[config.mk]
export PLATFORM = sky130hd
export DESIGN_NAME = sd_spi_switch
export DESIGN_NICKNAME = d
export VERILOG_FILES = /design/src/rtl/sd_switch_pkg.sv /design/src/rtl/sd_act_timer.sv /design/src/rtl/sd_spi_switch.sv
export SDC_FILE = /design/constraint.sdc
export NUM_CORES = 1
export LEC_CHECK = 0
export BUFFER_PORTS_ARGS = -buffer_cell sky130_fd_sc_hd__buf_2
export CAP_MARGIN = 20
export CELL_PAD_IN_SITES_DETAIL_PLACEMENT = 1
export CELL_PAD_IN_SITES_GLOBAL_PLACEMENT = 2
export CORE_ASPECT_RATIO = 1.4
export CORE_MARGIN = 5
export CORE_UTILIZATION = 38
export CTS_CLUSTER_SIZE = 20
export DETAILED_ROUTE_END_ITERATION = 16
export PLACE_DENSITY = 0.85
export SLEW_MARGIN = 20
export SYNTH_ARGS = -nofsm -noshare
export SYNTH_HDL_FRONTEND = slang
export SYNTH_SLANG_ARGS = --single-unit
[constraint.sdc]
create_clock -name clk_sys -period 3.75 [get_ports clk_sys]
set_input_delay 0.75 -clock clk_sys [delete_from_list [all_inputs] [get_ports clk_sys]]
set_output_delay 0.75 -clock clk_sys [all_outputs]
set_load 0.01 [all_outputs]
[src/rtl/sd_switch_pkg.sv]
// sd_switch_pkg
//   Shared types and default constants for the SD SPI bus switch.
//   state_t : arbitration state (ACTIVE / DRAIN / GUARD)
//   *_DEF   : default values for the switch parameters
package sd_switch_pkg;

    typedef enum logic [1:0] {
        ACTIVE = 2'd0,  // bus routed to the selected card
        DRAIN  = 2'd1,  // switch requested, waiting for the master to deselect
        GUARD  = 2'd2   // both cards isolated, counting idle cycles
    } state_t;

    localparam int GUARD_CYCLES_DEF  = 16;
    localparam int DRAIN_TIMEOUT_DEF = 4194304;
    localparam int ACT_HOLD_DEF      = 1000000;

endpackage

[src/rtl/sd_act_timer.sv]
// sd_act_timer
//   SD activity detector: any change on MOSI or MISO restarts a saturating
//   hold counter; act stays high until ACT_HOLD quiet cycles have elapsed.
//   Ports:
//     clk_sys, reset_n : clock, async active-low reset
//     mosi, miso       : data lines observed at the master side
//     act              : activity flag
module sd_act_timer
    import sd_switch_pkg::*;
#(
    parameter int ACT_HOLD = ACT_HOLD_DEF
) (
    input  logic clk_sys,
    input  logic reset_n,
    input  logic mosi,
    input  logic miso,
    output logic act
);

    localparam int CW = $clog2(ACT_HOLD) + 1;

    logic [CW-1:0] act_cnt;
    logic          mosi_q;
    logic          miso_q;

    // The counter resets to 0, so the flag is deliberately high for
    // ACT_HOLD cycles after reset.
    // NOTE: sequential state uses non-blocking assignments so every register
    // samples the pre-edge values of its neighbours.
    always_ff @(posedge clk_sys or negedge reset_n) begin
        if (!reset_n) begin
            act_cnt <= '0;
            mosi_q  <= 1'b0;
            miso_q  <= 1'b0;
        end else begin
            mosi_q <= mosi;
            miso_q <= miso;
            if ((mosi != mosi_q) || (miso != miso_q))
                act_cnt <= '0;
            else if (act_cnt != CW'(ACT_HOLD))
                act_cnt <= act_cnt + 1'b1;
        end
    end

    assign act = (act_cnt < CW'(ACT_HOLD));

endmodule

[src/rtl/sd_spi_switch.sv]
// sd_spi_switch
//   Routes the single MMC SPI master to either the physical SD slot (p_*) or
//   the virtual HPS-backed card (v_*). The target is only changed after the
//   master has deselected (m_cs_n high) for GUARD_CYCLES consecutive cycles,
//   so a mount never splits an SPI transaction.
//   Optional macro SD_SWITCH_FORCE_EN: force the switch after DRAIN_TIMEOUT
//   cycles of waiting for m_cs_n, and flag it on 'forced'.
//   Ports:
//     clk_sys, reset_n          : clock, async active-low reset
//     img_mounted, img_present  : mount pulse and new image presence
//     m_sck/m_mosi/m_cs_n/m_miso: master side
//     p_*                       : physical SD slot
//     v_*                       : virtual SD card
//     vsd_sel                   : 1 = virtual card owns the bus
//     busy                      : switch pending
//     forced                    : last switch was forced by timeout
//     led_vsd, led_phys         : activity per selected target
module sd_spi_switch
    import sd_switch_pkg::*;
#(
    parameter int GUARD_CYCLES  = GUARD_CYCLES_DEF,
    parameter int DRAIN_TIMEOUT = DRAIN_TIMEOUT_DEF,
    parameter int ACT_HOLD      = ACT_HOLD_DEF
) (
    input  logic clk_sys,
    input  logic reset_n,
    input  logic img_mounted,
    input  logic img_present,
    input  logic m_sck,
    input  logic m_mosi,
    input  logic m_cs_n,
    output logic m_miso,
    output logic p_sck,
    output logic p_mosi,
    output logic p_cs_n,
    input  logic p_miso,
    output logic v_sck,
    output logic v_mosi,
    output logic v_cs_n,
    input  logic v_miso,
    output logic vsd_sel,
    output logic busy,
    output logic forced,
    output logic led_vsd,
    output logic led_phys
);

    localparam int GW = $clog2(GUARD_CYCLES) + 1;

    if (GUARD_CYCLES < 1 || DRAIN_TIMEOUT < 1 || ACT_HOLD < 1) begin : g_bad_param
        $error("sd_spi_switch: GUARD_CYCLES, DRAIN_TIMEOUT and ACT_HOLD must be >= 1");
    end

    state_t        state;
    state_t        state_nxt;
    logic          req_sel;
    logic [GW-1:0] guard_cnt;
    logic          guard_start;
    logic          do_switch;
    logic          force_mode;   // current switch attempt ignores m_cs_n
    logic          act;

`ifdef SD_SWITCH_FORCE_EN
    localparam int DW = $clog2(DRAIN_TIMEOUT) + 1;
    logic [DW-1:0] drain_cnt;
    logic          force_start;
    logic          forced_q;
`endif

    // ---------------- state register ----------------
    always_ff @(posedge clk_sys or negedge reset_n) begin
        if (!reset_n) state <= ACTIVE;
        else          state <= state_nxt;
    end

    // ---------------- next-state logic ----------------
    // NOTE: every signal assigned here gets a default first, so no path can
    // leave it unassigned and infer a latch.
    always_comb begin
        state_nxt   = state;
        guard_start = 1'b0;
        do_switch   = 1'b0;
`ifdef SD_SWITCH_FORCE_EN
        force_start = 1'b0;
`endif
        case (state)
            ACTIVE: if (req_sel != vsd_sel) state_nxt = DRAIN;
            DRAIN: begin
                if (req_sel == vsd_sel) begin
                    state_nxt = ACTIVE;            // re-mount of the current target
                end else if (m_cs_n) begin
                    state_nxt   = GUARD;
                    guard_start = 1'b1;
                end
`ifdef SD_SWITCH_FORCE_EN
                else if (drain_cnt == DW'(DRAIN_TIMEOUT - 1)) begin
                    state_nxt   = GUARD;
                    guard_start = 1'b1;
                    force_start = 1'b1;
                end
`endif
            end
            GUARD: begin
                if (req_sel == vsd_sel) begin
                    state_nxt = ACTIVE;
                end else if (!m_cs_n && !force_mode) begin
                    state_nxt = DRAIN;             // master resumed on the old target
                end else if (guard_cnt == GW'(GUARD_CYCLES - 1)) begin
                    state_nxt = ACTIVE;
                    do_switch = 1'b1;
                end
            end
            default: state_nxt = ACTIVE;
        endcase
    end

    // ---------------- datapath registers ----------------
    always_ff @(posedge clk_sys or negedge reset_n) begin
        if (!reset_n) begin
            req_sel   <= 1'b0;
            vsd_sel   <= 1'b0;
            guard_cnt <= '0;
        end else begin
            if (img_mounted) req_sel <= img_present;
            // On a coincident mount, vsd_sel takes the old req_sel; ACTIVE
            // evaluates the new request on the following cycle.
            if (do_switch)   vsd_sel <= req_sel;
            if (guard_start)
                guard_cnt <= '0;
            else if (state == GUARD && (m_cs_n || force_mode) &&
                     guard_cnt != GW'(GUARD_CYCLES - 1))
                guard_cnt <= guard_cnt + 1'b1;
        end
    end

`ifdef SD_SWITCH_FORCE_EN
    always_ff @(posedge clk_sys or negedge reset_n) begin
        if (!reset_n) begin
            drain_cnt  <= '0;
            force_mode <= 1'b0;
            forced_q   <= 1'b0;
        end else begin
            // Held at zero outside DRAIN, so it starts from zero on each entry.
            if (state != DRAIN)
                drain_cnt <= '0;
            else if (drain_cnt != DW'(DRAIN_TIMEOUT))
                drain_cnt <= drain_cnt + 1'b1;
            if (force_start)
                force_mode <= 1'b1;
            else if (state_nxt != GUARD)
                force_mode <= 1'b0;
            // A normal switch clears the sticky flag, a forced one sets it.
            if (do_switch) forced_q <= force_mode;
        end
    end
    assign forced = forced_q;
`else
    assign force_mode = 1'b0;
    assign forced     = 1'b0;
`endif

    // ---------------- routing (output logic) ----------------
    // In GUARD both cards are isolated, except that a non-forced GUARD hands
    // the bus straight back to the old target the moment m_cs_n falls.
    logic route_en;
    assign route_en = (state != GUARD) || (!m_cs_n && !force_mode);

    always_comb begin
        p_sck  = 1'b0;
        p_mosi = 1'b0;
        p_cs_n = 1'b1;
        v_sck  = 1'b0;
        v_mosi = 1'b0;
        v_cs_n = 1'b1;
        m_miso = 1'b1;
        if (route_en) begin
            if (vsd_sel) begin
                v_sck  = m_sck;
                v_mosi = m_mosi;
                v_cs_n = m_cs_n;
                m_miso = v_miso;
            end else begin
                p_sck  = m_sck;
                p_mosi = m_mosi;
                p_cs_n = m_cs_n;
                m_miso = p_miso;
            end
        end
    end

    assign busy = (state != ACTIVE);

    // ---------------- activity ----------------
    sd_act_timer #(.ACT_HOLD(ACT_HOLD)) u_act (
        .clk_sys (clk_sys),
        .reset_n (reset_n),
        .mosi    (m_mosi),
        .miso    (m_miso),
        .act     (act)
    );

    assign led_vsd  = vsd_sel & act;
    assign led_phys = ~vsd_sel & act;

endmodule

Yosys cells after proc, flatten, opt, wreduce, memory -nomap -nowiden

Index checks and enable logic that the tools add are counted.

Equality and inequality tests: 13
Add/sub/neg operators: 2
$lt $le $gt $ge: 1
Bitwise gates (word level): 3
Mux-type cells: 32
Reductions and logical operators: 10

Operators with widths:

| kind                  | count |
|---|---|
| $mux 21               | 2 |
| $add 21x1->21 const B | 1 |
| $lt 21x20->1 const B  | 1 |
| $mux 1                | 21 |
| $ne 21x20->1 const B  | 1 |
| $mux 2                | 6 |
| $mux 5                | 2 |
| $pmux 2 s3            | 1 |
| $reduce_bool 2->1     | 3 |
| $add 5x1->5 const B   | 1 |
| $eq 5x4->1 const B    | 1 |
| $ne 5x4->1 const B    | 1 |
| $ne 2x2->1 const B    | 2 |
| $ne 4x4->1 const B    | 1 |
| $ne 1x1->1            | 3 |
| $ne 3x3->1 const B    | 1 |
| $reduce_and 3->1      | 1 |
| $and 1x1->1           | 2 |
| $eq 2x1->1 const B    | 1 |
| $eq 2x2->1 const B    | 1 |
| $logic_and 1x1->1     | 2 |
| $logic_not 2->1       | 1 |
| $logic_or 1x1->1      | 2 |
| $eq 1x1->1            | 1 |
| other kinds (2)       | 2 |

Input bits: 9
Output and inout bits: 12
Register bits after elaboration: 32

Depth between registers and ports, before layout

Depth after elaboration: 6
Depth in mapped cells: 7

Hierarchy

From an unflattened synthesis, not the netlist that was laid out.

Cells, all modules: 188
Area total of the unflattened synthesis: 1864.3 sq um

Modules (own cells, without submodules):

| module        | cells an instance | times used | area an instance (sq um) |
|---|---|---|---|
| sd_act_timer  | 131               | 1          | 1301.2 |
| sd_spi_switch | 57                | 1          | 563.0 |

Worst setup path after synthesis

Ideal clock, no wire load.

Path type: flip-flop to output port
Start: register u_act.act_cnt[13]
End: output port led_vsd
Stages on the path, launching flop included: 5
Setup slack: 1735 ps
Arrival: 1265 ps
Cells stage by stage: dfrtp_1 -> nor4b_1 -> a21bo_2 -> a21oi_1 -> nor3b_1

Cells in the longest elaborated chain, start to end: 2

RTL lines:

| item                     | RTL line             | text |
|---|---|---|
| start: declaration       | sd_act_timer.sv:22   | `logic [CW-1:0] act_cnt;` |
| start signal: assignment | sd_act_timer.sv:41   | `act_cnt <= act_cnt + 1'b1;` |
| $lt 21x20->1             | sd_act_timer.sv:45   | `assign act = (act_cnt < CW'(ACT_HOLD));` |
| $and 1x1->1              | sd_spi_switch.sv:202 | `assign led_vsd = vsd_sel & act;` |
| end: declaration         | sd_spi_switch.sv:44  | `output logic led_vsd,` |

No other way between the ends.

Worst setup path after layout

Same ends and word-level chain as after synthesis.

==> flow_summary.toml <==
[status]
outcome = "completed"

[global_routing]
antenna_found_initial = 0
overflow = 0
grtUsageTotal = 0.1624
grt_start_max_net_pins = 33
grt_pass1_vias = 1637
grt_pass1_wl_um = 7776

[clock_tree]
cts_setup_buffers = 0
clkSlewWorstSetupHoldPaths_ns = 0.07
hold_buffers = 0
post_cts_resize_count = 0
h-tree-depth = 2
tritoncts = "yes"
root_buffer = "clkbuf_8"
cts_buffers = 5
clock-sinks = 32
clock_latency_ns = 0.28
clockBufferDepth = 2

[finish]
multi_input_area_um2 = 930.9
area_delta_synth_final_pct = 12.55
fin_cells = 275
drive_above_1_share = 0.1690
seqCellArea_um2 = 800.8
diodes = 0
final_nets = 226
fill_cells = 586

[timing]
final.setup.worst_slack_ns = 1.122
final-max-slew-violation-count = 0
setup_tns_ns = 0
fmax_mhz = 380.5
tightest_slew_ns = 0.7351
finalClockSkew_ns = 0.004673
hold_ws_ns = 0.5252
fin_crit_sh = 0.7008
finalHoldViolCount = 0
period_minus_slack_ns = 2.628
setup_viol = 0
relSlewSlack = 0.5062
rsz0062_at_grt = "false"

[synth]
yosys.cell_types.count = 39
synth_seq_area_share = 0.4463
avgSynthCellArea_um2 = 9.296
synth_ff_type = "dfrtp_1"
async_flop_share = 1.000
synth_edf_count = 0
synth-warning-count = 0
syn_nets = 206
synthesis.instances = 193
synth_seq_cells = 32
syn_area_um2 = 1794

[placement]
dp.cells = 268
hpwl_um = 3330
io_buffers = 19
pre_cts_ws_ns = 1.420
place.gp.congestion = 0.8416

[run]
maxCapViolCount = 0

[die]
start_util = 0.3924
rows = 29
fp.dieArea_um2 = 6216
die_x_um = 68.08
ios = 21
core-area_um2 = 4572
die_y_um = 91.31

[drt]
num_vias = 1481
drc_errors = 0
drtPass1Iterations = 4
avgViaCountPerCell = 5.385
drtIter0Drc = 28
routedWlPerCell_um = 15.87
drtAntennaViolNets = 0
drt_wl_total_um = 4364

[power_and_ir_drop]
power_density_nw_per_um2 = 350.1
p_leak_nw = 0.8308
ir_worst_vdd_mv = 0.2307
power.total_w = 0.0007069

[critical_path]
critPathMaxFanout = 6
r2r_cells = 5
worstSetupEndpointType = "primary output"
setup.worst_path.start_class = "flip-flop"
cp_data_required_time_ns = 3.00
critPathKind = "reg2out"
cp_data_arrival_time_ns = 1.88

[min_path]
min_path_type = "in2async"
through the flow:
| stage | utilization | instance area, um^2 |
|---|---|---|
| finish | 0.4417 | 2019 |
| floorplan | - | 1794 |
| global route | 0.4417 | 2019 |
| detailed placement | 0.4247 | 1942 |
| global placement | 0.4247 | 1942 |
| CTS | 0.4417 | 2019 |
cells in the final DEF, fill, tap and decap left out, types with 2 or more instances in the layout:
cell and instances:
o21ai_0 6, nand3_1 11, or2_2 5, o31ai_1 3
a211oi_1 3, nand4_1 3, nor4_1 4, or4_1 5
nor3b_1 2, dfrtp_1 32, and3_1 5, mux2_2 2
nor3_1 9, and4_1 2, a21oi_1 10, buf_2 19
nand2_1 12, nor2_1 24, ha_1 4, clkbuf_8 5
inv_1 8, mux2i_1 2, or3_1 3, xor2_1 8
xnor2_1 10
sequential cells by signal, summed over array words and instances (netlist names):
signal and count:
guard_cnt 5, req_sel 1, state 2, u_act.act_cnt 21, u_act.miso_q 1, u_act.mosi_q 1, vsd_sel 1
worst max-delay path, cell delays in order (launching register included):
cell,delay (ns)
dfrtp_1,0.44
nor4b_1,0.47
a21bo_2,0.28
a21oi_1,0.18
nor3b_1,0.09
buf_2,0.14
final timing paths:
path	slack, ns	endpoint	start
max in group asynchronous	2.76	u_act.act_cnt[6]	reset_n
min in group clk_sys	0.55	req_sel	req_sel
setup reg to reg	1.65	u_act.act_cnt[18]	u_act.act_cnt[1]
hold reg to reg	0.55	req_sel	req_sel
setup / recovery	1.12	led_vsd	u_act.act_cnt[13]
hold / removal	0.53	u_act.act_cnt[2]	reset_n
per-layer routing:
metal  up-vias  track usage  routed length [um]
met5         -            0                   0
met4         0      0.03980                  41
met3         4      0.03827                 155
met2        25       0.3049                2483
met1       735       0.1746                1685
li1        717            -                   -
cells in the mapped netlist, types with 6 or more instances:
cell type / instances / area share
a21oi_1: 10 / 0.028
dfrtp_1: 32 / 0.45
inv_1: 8 / 0.017
nand2_1: 12 / 0.025
nand3_1: 11 / 0.031
nor2_1: 24 / 0.050
nor3_1: 9 / 0.025
o21ai_0: 6 / 0.017
xnor2_1: 10 / 0.049
xor2_1: 8 / 0.039
kinds of logic after synthesis:
family,synth area share
buffers and inverters,0.03487
AO/OA/AOI/OAI,0.08857
flip-flops,0.4463
AND/OR/NAND/NOR,0.2831
adder cells (fa/ha/maj),0.03347
XOR/XNOR,0.08787
multiplexers,0.02371
other,0.002090
cell type report:
cell class,count,share of cell area
Inverter,8,0.01487
Tap cell,62,0.03841
Multi-Input combinational cell,146,0.4610
Timing Repair Buffer,20,0.05081
Clock inverter,1,0.002478
Sequential cell,32,0.3965
Clock buffer,6,0.03594
power by group:
| part | internal [W] | switching (W) |
|---|---|---|
| combinational | 0.0000340 | 0.0000463 |
| clock | 0.000126 | 0.000118 |
| sequential | 0.000364 | 0.0000184 |
| total | 0.000524 | 0.000183 |
No activity file was read; power rests on OpenSTA's default activity.
